===== src/rtl/me_result_serializer.sv =====
// Result serializer: buffers motion-estimation result words in a small FIFO and
// shifts each one off-chip as a start marker followed by MSB-first beats on LANES pins.
module me_result_serializer #(
   parameter int RES_W      = 20,
   parameter int LANES      = 1,
   parameter int FIFO_DEPTH = 4,
   parameter int CNT_W      = 16
) (
   input  logic                             clk,
   input  logic                             rst,
   input  logic                             init,
   input  logic [RES_W-1:0]                 res_data,
   input  logic                             res_valid,
   output logic                             res_ready,
   output logic [LANES-1:0]                 ser_out,
   output logic                             ser_frame,
   output logic [$clog2(FIFO_DEPTH+1)-1:0]  fifo_level,
   output logic [CNT_W-1:0]                 frames_sent
);

   localparam int BEATS  = (RES_W + LANES - 1) / LANES;
   localparam int SH_W   = BEATS * LANES;
   localparam int LVL_W  = $clog2(FIFO_DEPTH + 1);
   localparam int PTR_W  = $clog2(FIFO_DEPTH);
   localparam int BEAT_W = (BEATS > 1) ? $clog2(BEATS) : 1;

   typedef enum logic [1:0] {IDLE, START, SHIFT} state_t;

   state_t             state_q, state_d;
   logic [RES_W-1:0]   mem [FIFO_DEPTH];
   logic [PTR_W-1:0]   wr_ptr_q, wr_ptr_d;
   logic [PTR_W-1:0]   rd_ptr_q, rd_ptr_d;
   logic [LVL_W-1:0]   level_q, level_d;
   logic [SH_W-1:0]    shreg_q, shreg_d;
   logic [BEAT_W-1:0]  beat_q, beat_d;
   logic [CNT_W-1:0]   frames_q, frames_d;
   logic [LANES-1:0]   ser_out_q, ser_out_d;
   logic               ser_frame_q, ser_frame_d;
   logic               full, empty, push, pop;
   logic [SH_W-1:0]    head_ld;

   assign full        = (level_q == LVL_W'(FIFO_DEPTH));
   assign empty       = (level_q == '0);
   assign res_ready   = !rst && !full;
   assign push        = res_valid && res_ready && !init;
   assign ser_out     = ser_out_q;
   assign ser_frame   = ser_frame_q;
   assign fifo_level  = level_q;
   assign frames_sent = frames_q;

   always_comb begin
      // Head word left-aligned so any padding lands in the final beat's LSBs.
      head_ld = '0;
      head_ld[SH_W-1 -: RES_W] = mem[rd_ptr_q];

      state_d  = state_q;
      shreg_d  = shreg_q;
      beat_d   = beat_q;
      frames_d = frames_q;
      pop      = 1'b0;

      unique case (state_q)
         IDLE: begin
            if (!empty) begin
               pop     = 1'b1;
               shreg_d = head_ld;
               state_d = START;
            end
         end
         START: begin
            state_d = SHIFT;
            beat_d  = '0;
         end
         SHIFT: begin
            if (beat_q == BEAT_W'(BEATS - 1)) begin
               frames_d = frames_q + CNT_W'(1);
               if (!empty) begin
                  pop     = 1'b1;
                  shreg_d = head_ld;
                  state_d = START;
               end else begin
                  state_d = IDLE;
               end
            end else begin
               shreg_d = shreg_q << LANES;
               beat_d  = beat_q + BEAT_W'(1);
            end
         end
         default: state_d = IDLE;
      endcase

      // An aborted frame is neither popped further nor counted.
      if (init) begin
         state_d  = IDLE;
         frames_d = frames_q;
         pop      = 1'b0;
      end

      wr_ptr_d = push ? wr_ptr_q + PTR_W'(1) : wr_ptr_q;
      rd_ptr_d = pop  ? rd_ptr_q + PTR_W'(1) : rd_ptr_q;
      level_d  = level_q + LVL_W'(push) - LVL_W'(pop);
      if (init) begin
         wr_ptr_d = '0;
         rd_ptr_d = '0;
         level_d  = '0;
      end

      // Outputs are registered, so decode them from the state being entered.
      unique case (state_d)
         START:   ser_out_d = '1;
         SHIFT:   ser_out_d = shreg_d[SH_W-1 -: LANES];
         default: ser_out_d = '0;
      endcase
      ser_frame_d = (state_d == SHIFT);
   end

   always_ff @(posedge clk) begin
      if (push) begin
         mem[wr_ptr_q] <= res_data;
      end
      shreg_q <= shreg_d;
   end

   always_ff @(posedge clk) begin
      if (rst) begin
         state_q     <= IDLE;
         wr_ptr_q    <= '0;
         rd_ptr_q    <= '0;
         level_q     <= '0;
         beat_q      <= '0;
         frames_q    <= '0;
         ser_out_q   <= '0;
         ser_frame_q <= 1'b0;
      end else begin
         state_q     <= state_d;
         wr_ptr_q    <= wr_ptr_d;
         rd_ptr_q    <= rd_ptr_d;
         level_q     <= level_d;
         beat_q      <= beat_d;
         frames_q    <= frames_d;
         ser_out_q   <= ser_out_d;
         ser_frame_q <= ser_frame_d;
      end
   end

endmodule


===== config.mk =====
export PLATFORM = sky130hd
export DESIGN_NAME = me_result_serializer
export DESIGN_NICKNAME = d
export VERILOG_FILES = /design/src/rtl/me_result_serializer.sv
export SDC_FILE = /design/constraint.sdc
export NUM_CORES = 1
export LEC_CHECK = 0
export BUFFER_PORTS_ARGS = -buffer_cell sky130_fd_sc_hd__buf_2
export CORE_MARGIN = 1
export CORE_UTILIZATION = 60
export CTS_BUF_LIST = sky130_fd_sc_hd__clkbuf_8
export DETAILED_ROUTE_END_ITERATION = 8
export PLACE_DENSITY = 0.79
export SLEW_MARGIN = 15
export SYNTH_ARGS = -nofsm -noshare
export SYNTH_HDL_FRONTEND = slang
export SYNTH_SLANG_ARGS = --single-unit

===== constraint.sdc =====
create_clock -name clk -period 3.2 [get_ports clk]
set_clock_uncertainty 0.15 [all_clocks]
set_input_delay 0.32 -clock clk [delete_from_list [all_inputs] [get_ports clk]]
set_output_delay 0.32 -clock clk [all_outputs]
set_load 0.01 [all_outputs]

Yosys cells after proc, flatten, opt, wreduce, memory -nomap -nowiden
Memories as Yosys holds them, arrays and structs flattened. A register that Yosys moved wholly into a read port is not among the register bits.
Cells that the tools add are included.
W data, S select, Z words.

word-level totals
  input port bits = 24
  bits in writable memories = 80
  register bits = 52
  output and inout port bits = 22
  logic and storage cells = 57
  memories = 1

memories
  name  depth  bits a word  rd ports  clocked after Yosys merged registers in  wr ports  line  RTL
  mem   4      20           1         1                                        1         30    logic [RES_W-1:0] mem [FIFO_DEPTH];

cells by class
  bitwise gates (word level) = 1
  reductions and logical operators = 13
  add/sub/neg operators = 6
  equality and inequality tests = 7
  mux-type cells = 19

operator list
  kind                     count
  $mux W20                 2
  $pmux W20 S2             1
  $add A16 B1 Y16 const B  1
  $mux W2                  5
  $pmux W5 S2              1
  $mux W1                  6
  $pmux W2 S3              1
  $add A5 B1 Y5 const B    1
  $eq A5 B5 Y1 const B     1
  $mux W5                  1
  $add A2 B1 Y2 const B    2
  $eq A2 B1 Y1 const B     2
  $eq A2 B2 Y1 const B     2
  $pmux W1 S2              2
  $reduce_bool A2 Y1       2
  $add A3 B1 Y3            1
  $eq A3 B3 Y1 const B     1
  $logic_and A1 B1 Y1      3
  $logic_not A1 Y1         3
  $logic_not A3 Y1         1
  $reduce_and A3 Y1        1
  $sub A3 B1 Y3            1
  $logic_not A2 Y1         1
  $ne A2 B2 Y1 const B     1
  3 further kinds          3

Logic depth before layout (Yosys ltp)
Gate-level depths: netlist (run 1).

  word-level depth = 7
  gate-level depth with buffers = 11
  gate-level depth less buffers = 11

Worst setup path before layout (run 1)
Ideal clock, no wire load.

  path type = reg-to-reg
  from = register beat_q[0]
  to = register level_q[1], in the netlist fifo_level[1]
  library setup time = 0.126 ns
  data arrival time = 2.444 ns
  clock period less this slack = 2.720 ns
  path buffers = 0
  stages on the path, launching flop included = 12
  slack = 0.480 ns
  data required time = 2.924 ns
  path through = dfxtp_1 -> ha_1 -> nand4bb_4 -> and2_4 -> or4_4 -> clkinv_2 -> ha_1 -> inv_1 -> ha_1 -> fa_1 -> inv_1 -> nor2_1

on the way
  cells in the longest elaborated chain, start to end = 5

ends and longest elaborated chain
  element                 line  RTL
  start, declared         35    logic [BEAT_W-1:0] beat_q, beat_d;
  start signal, assigned  139   beat_q <= beat_d;
  $eq A5 B5 Y1            75    if (beat_q == BEAT_W'(BEATS - 1)) begin
  $mux W1                 75
  $pmux W1 S2             62    unique case (state_q)
  $mux W1                 93    if (init) begin
  via pop                 39    logic full, empty, push, pop;
  $sub A3 B1 Y3           101   level_d = level_q + LVL_W'(push) - LVL_W'(pop);
  end signal, assigned    138   level_q <= level_d;
  end, declared           33    logic [LVL_W-1:0] level_q, level_d;

The timed path passes the listed nets, and every way through them passes these cells.
A chain may end at the register's enable or synchronous reset.

Final worst setup path (run 1)
Ends and elaborated chain as after synthesis.

==> results of run 1 <==
[layout by cell type, fill, tap and decap left out, types with 2 or more instances in the layout]
cell type	Yosys	layout
bufinv_16	0	2
nor3_1	9	8
inv_1	14	15
nand3_2	2	2
nand2_1	30	30
dlygate4sd3_1	0	20
a21bo_2	2	2
buf_4	0	11
and2_0	2	2
inv_6	0	4
dfxtp_1	35	35
inv_8	0	3
mux4_2	20	20
a21oi_1	30	30
nor2_1	44	44
nand4_1	5	5
or2_2	2	2
nor2b_1	6	6
xor2_1	5	5
and2_1	7	7
xnor2_1	4	4
nand3_1	11	11
edfxtp_1	99	99
o21ai_0	8	8
buf_2	4	45
clkinvlp_4	0	2
clkinv_2	1	2
ha_1	10	10
clkinv_4	0	2
a211oi_1	19	19
mux2i_1	2	2
or3_1	4	4
clkbuf_8	0	17
mux2_2	7	7
nor4_1	2	2
[worst max-delay path: cells and delay by family, from the launching register on]
| family | cells | cell delay, ps |
|---|---|---|
| buf+inv | 3 | 220 |
| simple gates | 4 | 1000 |
| fa+ha+maj | 4 | 1100 |
| flops | 1 | 410 |
[worst max path at each step]
stage | to | slack (ps) | cells past startpoint
6_report | fifo_level[1] | 200 | 11
5_1_grt | fifo_level[1] | 10 | 11
4_1_cts | fifo_level[1] | 200 | 11
3_5_place_dp | fifo_level[1] | 220 | 11
3_3_place_gp | fifo_level[1] | 310 | 11
2_1_floorplan | fifo_level[1] | 480 | 11
[layer usage]
metal / share of wire (%) / global-route usage (%)
met2: 51 / 36.0
met1: 44 / 28.5
met5: 0 / 0
met4: 1.4 / 8.14
met3: 4.0 / 5.90
[kinds of logic (layout without fill, tap and decap cells)]
| group | Yosys count | after routing | synth area share (%) |
|---|---|---|---|
| AO/OA/AOI/OAI | 65 | 65 | 7.02 |
| XOR/XNOR | 9 | 9 | 1.38 |
| adder cells (fa/ha/maj) | 11 | 11 | 2.54 |
| buffers and inverters | 37 | 123 | 2.68 |
| flip-flops | 134 | 134 | 64.4 |
| multiplexers | 29 | 29 | 9.63 |
| AND/OR/NAND/NOR | 136 | 136 | 12.4 |
[flip-flops by register name, summed over array words and instances, names as in the netlist, 2 cells and up, named ones only]
name and cells:
rd_ptr_q 2, beat_q 5, wr_ptr_q 2, frames_sent 16, fifo_level 3, state_q 2
mem 80, shreg_q 20
[per-stage QoR]
stage / hold WS (ps) / instances
after floorplan: 269 / 421
after global placement: 313 / 584
after CTS: 124 / 636
final: 145 / 636
after detailed placement: 344 / 584
after global routing: 145 / 636
[where the power goes]
part	internal (uW)	switching [uW]	leakage, uW
clock network	715	708	0.000205
registers	2040	75.4	0.00122
logic	163	156	0.000947
total	2920	939	0.00237
[layout make-up]
cell class | count | share of cell area [%]
clock buffer | 17 | 3.50
clock inverter | 15 | 2.54
inverter | 15 | 0.860
multi-input combinational | 250 | 28.2
sequential | 134 | 54.9
tap | 129 | 2.41
timing repair buffer | 76 | 7.59
==> flow_metrics.py, run 1 <==
metrics = {
    "logic_synthesis": {
        "synth.top_cells.by_area": "edfxtp_1, dfxtp_1, mux4_2, nor2_1, a21oi_1",
        "yosys.area.top_type": "edfxtp_1",
        "ys_seq_elements": 134,
        "synthesis.area_um2": 5710,
        "synthesis.nets": 456,
        "yosys.area.top_type_share_pct": 52.1,
        "async_flop_share_pct": 0,
        "synth_ff_type": "edfxtp_1",
        "postSynthAreaPerCell_um2": 13.6,
        "synth-edff-count": 99,
        "synth_commonest_cells": "edfxtp_1, nor2_1, dfxtp_1",
        "synth.most_common_cell": "edfxtp_1",
        "synth_seq_area_share_pct": 64.4,
        "syn_inst": 421,
        "ys_types": 49,
        "ys_warn_count": 0,
    },
    "final_layout": {
        "fillers": 607,
        "area_growth_pct": 17.2,
        "final_area_um2": 6690,
        "layout-drive-gt1-share_pct": 25.0,
        "nets": 529,
        "ff_latch_area_um2": 3670,
        "diodes": 0,
        "multi_input_area_um2": 1880,
        "utilization_pct": 72.4,
    },
    "route": {
        "ant_nets": 0,
        "drt_iter0_markers": 213,
        "routedWlPerCell_um": 15.8,
        "vias": 3511,
        "routed_wl_um": 10100,
        "drc": 0,
        "via_per_inst": 5.52,
        "first_pass_iters": 4,
    },
    "pwr": {
        "totalPowerFinal_uw": 3860,
        "powerDensity_nw_per_um2": 577,
        "vdd.ir_drop.worst_mv": 0.425,
        "p_leak_uw": 0.00237,
    },
    "floorplan": {
        "die_y_um": 99.5,
        "coreArea_um2": 9240,
        "rows": 35,
        "design.die.area_um2": 9900,
        "start_util_pct": 61.7,
        "io_pins": 46,
        "die_w_um": 99.5,
    },
    "worst_setup_path": {
        "slowest_delay_ps": 530,
        "r2r_end": "fifo_level[1]",
        "worst_path_most_repeated_cell": "ha_1",
        "r2r-start": "beat_q[0]",
        "endpoint_kind": "register",
        "cpMaxStageDelayCell": "or4_4",
        "path_max_fanout": 22,
        "cp_data_arrival_time_ps": 3180,
        "reg2reg_slack_ps": 200,
        "cp_cell_sequence": "ha_1 > nand4bb_4 > and2_4 > or4_4 > clkinv_2 > ha_1 > inv_1 > ha_1 > fa_1 > inv_1 > nor2_1",
        "startpoint": "beat_q[0]",
        "worstPathRequired_ps": 3380,
        "start_kind": "register",
        "reg2reg_depth": 11,
        "worstSetupPathType": "register to register",
    },
    "hold_path": {
        "hold_start": "rst",
        "holdPathEnd": "fifo_level[0]",
        "min_path_cells": 3,
        "min_path_type": "input pin to register",
    },
    "timing": {
        "setup_viol": 0,
        "fmax_mhz": 333,
        "period_needed_ps": 3000,
        "report.final.hold_viol_count": 0,
        "maxSlewViolCount": 0,
        "worst_slew_pin_slew_ps": 693,
        "max_slew_margin_pct": 53.8,
        "period_share_pct": 93.8,
        "rsz0062_at_grt": "no",
        "worst_slack_ps": 197,
        "fin_setup_tns_ps": 0,
    },
    "global_routing": {
        "grt_max_degree": 36,
        "grt_pass1_wl_um": 16200,
        "antenna_found_initial": 0,
        "first_global_vias": 3324,
        "grt-ovfl-total": 0,
        "grt.total_usage_pct": 22.0,
    },
    "placement": {
        "dp_hpwl_um": 6080,
        "placed_area_um2": 6080,
        "gp_congestion": 0.784,
        "dp_worst_setup_slack_ps": 224,
        "io_buffers": 45,
    },
    "clock_tree": {
        "cts_hold_buf": 20,
        "path_clk_slew_ps": 80,
        "post_cts_resize_count": 0,
        "numCtsBuffers": 17,
        "cts_tree": "yes",
        "cts_buffer_depth": 2,
        "cts_setup_buffers": 0,
        "clockRootBuffer": "clkbuf_8",
        "clk-insertion-delay-late_ps": 440,
        "clock-sinks": 134,
        "cts_max_level": 4,
    },
    "run_status": {
        "outcome": "complete, no violations",
    },
    "run": {
        "cap_violations": 0,
    },
}
No activity file was read; power rests on OpenSTA's default activity.
==> run 2, diff against run 1 <==
--- a/config.mk
+++ b/config.mk
@@ -10,7 +10,7 @@
 export CORE_UTILIZATION = 60
 export CTS_BUF_LIST = sky130_fd_sc_hd__clkbuf_8
 export DETAILED_ROUTE_END_ITERATION = 8
-export PLACE_DENSITY = 0.79
+export PLACE_DENSITY = 0.8
 export SLEW_MARGIN = 15
 export SYNTH_ARGS = -nofsm -noshare
 export SYNTH_HDL_FRONTEND = slang
==> run 2 against run 1 <==
Against the previous run: cell area is 0.39% higher; wire length rose by 7.0%; worst setup slack improved by 7.9 ps; sequential power about the same; critical path depth stayed put; clock power rose by 5%; critical path type unchanged; largest cell class unchanged.
==> flow_metrics.py, run 2 (synthesis gave the netlist of run 1 again) <==
metrics = {
    "timing": {
        "fmax_mhz": 334,
        "maxSlewViolCount": 0,
        "worst_slew_pin_slew_ps": 674,
        "period_needed_ps": 3000,
        "max_slew_margin_pct": 55.1,
        "report.final.hold_viol_count": 0,
        "rsz0062_at_grt": "no",
        "setup_viol": 0,
        "period_share_pct": 93.6,
        "fin_setup_tns_ps": 0,
    },
    "final_layout": {
        "layout-drive-gt1-share_pct": 25.2,
        "nets": 530,
        "utilization_pct": 72.7,
        "area_growth_pct": 17.7,
        "final_cell_mix": "edfxtp_1, buf_2, nor2_1",
        "diodes": 0,
        "largest_register_ffs": 80,
        "largest_register": "mem",
        "final_common_cell": "edfxtp_1",
        "fin_cells": 637,
    },
    "floorplan": {
        "die_y_um": 99.5,
        "die_w_um": 99.5,
        "start_util_pct": 61.7,
        "design.die.area_um2": 9900,
        "rows": 35,
        "coreArea_um2": 9240,
        "io_pins": 46,
    },
    "placement": {
        "dp_hpwl_um": 6410,
        "dp_cells": 585,
        "gp_congestion": 0.763,
        "io_buffers": 45,
    },
    "route": {
        "drc": 0,
        "ant_nets": 0,
        "vias": 3622,
        "routedWlPerCell_um": 16.9,
        "first_pass_iters": 5,
        "drt_iter0_markers": 196,
        "routed_wl_um": 10800,
        "via_per_inst": 5.69,
    },
    "hold_path": {
        "min_path_type": "input pin to register",
        "min_path_cells": 3,
    },
    "worst_setup_path": {
        "reg2reg_depth": 11,
        "endpoint_kind": "register",
        "worst_path_most_repeated_cell": "ha_1",
        "worstSetupPathType": "register to register",
        "worstPathRequired_ps": 3380,
        "reg2reg_slack_ps": 210,
        "cp_cell_sequence": "ha_1 > nand4bb_4 > and2_4 > or4_4 > clkinv_2 > ha_1 > inv_1 > ha_1 > fa_1 > inv_1 > nor2_1",
        "cpMaxStageDelayCell": "or4_4",
        "start_kind": "register",
        "path_max_fanout": 22,
        "slowest_delay_ps": 540,
        "cp_data_arrival_time_ps": 3170,
    },
    "global_routing": {
        "antenna_found_initial": 0,
        "grt.total_usage_pct": 24.1,
        "grt-ovfl-total": 0,
        "grt_pass1_wl_um": 17500,
        "grt_max_degree": 32,
        "first_global_vias": 3605,
    },
    "pwr": {
        "switchingPower_uw": 940,
        "swShare_pct": 23.9,
        "totalPowerFinal_uw": 3930,
        "clkPwrFrac_pct": 37.9,
        "vdd.ir_drop.worst_mv": 0.487,
        "powerDensity_nw_per_um2": 586,
        "p_int_uw": 2990,
        "p_leak_uw": 0.00237,
        "pwr-share-comb_pct": 8.2,
        "p_seq_share_pct": 53.9,
    },
    "clock_tree": {
        "cts_tree": "yes",
        "clk-insertion-delay-late_ps": 440,
        "cts_buffer_depth": 2,
        "cts_max_level": 4,
        "cts_setup_buffers": 0,
        "path_clk_slew_ps": 80,
        "clockRootBuffer": "clkbuf_8",
        "clock-sinks": 134,
        "numCtsBuffers": 17,
    },
    "run": {
        "cap_violations": 0,
    },
    "run_status": {
        "outcome": "complete, no violations",
    },
}
==> run 2: cell types whose count changed in the layout (fill, tap and decap cells not counted) <==
cell / delta
inv_6: +2
inv_1: -1
buf_4: +1
clkinv_1: +1
bufinv_16: +1
clkinv_2: -1
clkinv_4: -1
clkinvlp_4: +1
inv_8: -2
==> run 2: per-layer routing <==
metal  up-vias  GRT usage [%]  part of all wire, %
met2       118           42.8                   54
met3        15           6.75                  4.6
met1      1765           27.3                   39
met5         -              0                    0
met4         0           10.6                  2.1
li1       1724              -                    -
==> run 2: power groups by stage <==
| stage | combinational (uW) | sequential (uW) | clock, uW |
|---|---|---|---|
| 2_1_floorplan | 225 | 2130 | 0 |
| 3_3_place_gp | 285 | 2150 | 0 |
| 3_5_place_dp | 299 | 2150 | 0 |
| 4_1_cts | 323 | 2120 | 1510 |
| 5_1_grt | 358 | 2140 | 1590 |
| 6_report | 324 | 2120 | 1490 |
==> run 2: metrics by stage <==
step	hold WS, ps	setup WS (ps)	cell area (um^2)
finish	144	205	6720
global route	139	4.11	6720
CTS	119	195	6720
detailed placement	335	201	6090
global placement	314	318	6090
floorplan	269	480	5710
==> run 2: worst max-delay path, delay by kind of cell, from the launching register on <==
family	cells	cell delay [ps]
flip-flops	1	410
adder cells (fa/ha/maj)	4	1110
AND/OR/NAND/NOR	4	1010
buffers and inverters	3	210
==> run 2: worst paths after layout <==
check,startpoint,to
hold reg to reg,frames_sent[1],frames_sent[1]
hold / removal,rst,fifo_level[0]
setup / recovery,beat_q[0],fifo_level[1]
setup reg to reg,beat_q[0],fifo_level[1]
==> run 2: timing repair <==
action,CTS,global route
endpoints found under the hold margin,80,0
setup endpoints to repair,0,0
resized for setup,0,0
hold buffers,20,0
==> run 2: cell type report <==
type | count | area, um^2
clock buffers | 17 | 234
clock inverters | 15 | 189
fillers | 578 | 2520
inverters | 15 | 57.6
multi-input cells | 250 | 1880
flip-flops and latches | 134 | 3670
well taps | 129 | 161
repair buffers | 77 | 515
==> run 3, diff against run 2 <==
==> constraint.sdc (replaced) <==
create_clock -name clk -period 3.6 [get_ports clk]
set_clock_uncertainty 0.15 [all_clocks]
set_input_delay 0.36 -clock clk [delete_from_list [all_inputs] [get_ports clk]]
set_output_delay 0.36 -clock clk [all_outputs]
set_load 0.01 [all_outputs]
==> run 3 against run 2 <==
Against the previous run: worst setup slack improved by 390 ps; highest routed layer unchanged; global-route usage fell by 1.5 points; non-clock buffer count fell by 3; power decreased by 14%; die area is the same.
==> flow_metrics.py, run 3 (synthesis gave the netlist of run 1 again) <==
metrics = {
    "route": {
        "ant_nets": 0,
        "routedWlPerCell_um": 16.4,
        "first_pass_iters": 4,
        "routed_wl_um": 10400,
        "via_per_inst": 5.66,
        "vias": 3583,
        "drt_iter0_markers": 204,
        "drc": 0,
    },
    "clock_tree": {
        "clk-insertion-delay-late_ps": 420,
        "cts_setup_buffers": 0,
        "path_clk_slew_ps": 80,
        "cts_max_level": 4,
        "cts_tree": "yes",
        "numCtsBuffers": 17,
        "cts_buffer_depth": 2,
        "clockRootBuffer": "clkbuf_8",
        "post_cts_resize_count": 0,
        "clock-sinks": 134,
    },
    "timing": {
        "fmax_mhz": 333,
        "fin_setup_tns_ps": 0,
        "maxSlewViolCount": 0,
        "hold_ws_ps": 197,
        "setup_viol": 0,
        "period_share_pct": 83.4,
        "worst_slew_pin_slew_ps": 1060,
        "rsz0062_at_grt": "no",
        "report.final.hold_viol_count": 0,
        "max_slew_margin_pct": 29.1,
        "period_needed_ps": 3000,
    },
    "worst_setup_path": {
        "reg2reg_depth": 11,
        "worstSetupPathType": "register to register",
        "path_max_fanout": 22,
        "reg2reg_slack_ps": 600,
        "start_kind": "register",
        "r2r-start": "beat_q[0]",
        "r2r_end": "fifo_level[1]",
        "endpoint_kind": "register",
        "worstPathRequired_ps": 3760,
        "startpoint": "beat_q[0]",
        "cp_data_arrival_time_ps": 3170,
    },
    "global_routing": {
        "antenna_found_initial": 0,
        "grt.total_usage_pct": 22.6,
        "grt_max_degree": 33,
        "grt_pass1_wl_um": 16800,
        "grt-ovfl-total": 0,
        "first_global_vias": 3571,
    },
    "placement": {
        "dp_hpwl_um": 6380,
        "io_buffers": 45,
        "placed_area_um2": 6080,
        "gp_congestion": 0.769,
    },
    "run": {
        "cap_violations": 0,
    },
    "final_layout": {
        "diodes": 0,
        "utilization_pct": 72.2,
        "nets": 527,
        "final_area_um2": 6670,
        "largest_register": "mem",
        "final_common_cell": "edfxtp_1",
        "layout-drive-gt1-share_pct": 24.6,
        "final_cell_mix": "edfxtp_1, buf_2, nor2_1",
        "area_growth_pct": 16.9,
        "largest_register_ffs": 80,
    },
    "hold_path": {
        "min_path_type": "input pin to register",
        "hold_start": "init",
        "min_path_cells": 3,
        "holdPathEnd": "state_q[0]",
    },
    "pwr": {
        "p_leak_uw": 0.00235,
        "powerDensity_nw_per_um2": 506,
        "vdd.ir_drop.worst_mv": 0.338,
    },
    "floorplan": {
        "design.die.area_um2": 9900,
        "coreArea_um2": 9240,
        "die_w_um": 99.5,
        "start_util_pct": 61.7,
        "rows": 35,
        "die_y_um": 99.5,
        "io_pins": 46,
    },
    "run_status": {
        "outcome": "complete, no violations",
    },
}
## run 3: layout make-up
cell class	instances	area, um^2
timing repair buffer	74	505
tap	129	161
inverter	15	57.6
multi-input combinational	250	1880
sequential	134	3670
clock inverter	14	153
clock buffer	17	234
fill	617	2570
## run 3: per-stage QoR
stage          setup slack, ps  cells  power, uW
6_report                   596    633       3380
5_1_grt                    467    633       3510
4_1_cts                    600    633       3390
3_5_place_dp               639    582       2180
3_3_place_gp               715    582       2160
2_1_floorplan              880    421       2090
## run 3: where the power goes
group,switching (uW),internal (uW),total [uW]
clock,588,619,1210
combinational,140,146,286
sequential,69.2,1820,1880
total,798,2580,3380
## run 3: worst max path at each step
stage                     cells after the start            end
after floorplan                              11  fifo_level[1]
after global placement                       11  fifo_level[1]
after detailed placement                     11  fifo_level[1]
after CTS                                    11  fifo_level[1]
after global routing                         11  fifo_level[1]
final                                        11  fifo_level[1]
## run 3: what timing repair did
action	4_1_cts	5_1_grt
setup endpoints to repair	0	0
hold buffers	20	0
endpoints found under the hold margin	80	0
## run 3: per-layer routing
layer	part of all wire [%]	track usage, %
met5	0	0
met4	1.6	9.39
met3	4.7	5.90
met2	52	38.2
met1	41	27.9
## run 3: worst max-delay path, cell delays in order (launching register included)
cell,delay [ps]
dfxtp_1,410
ha_1,310
nand4bb_4,160
and2_4,270
or4_4,530
clkinv_2,100
ha_1,230
inv_1,60
ha_1,150
fa_1,410
inv_1,70
nor2_1,40
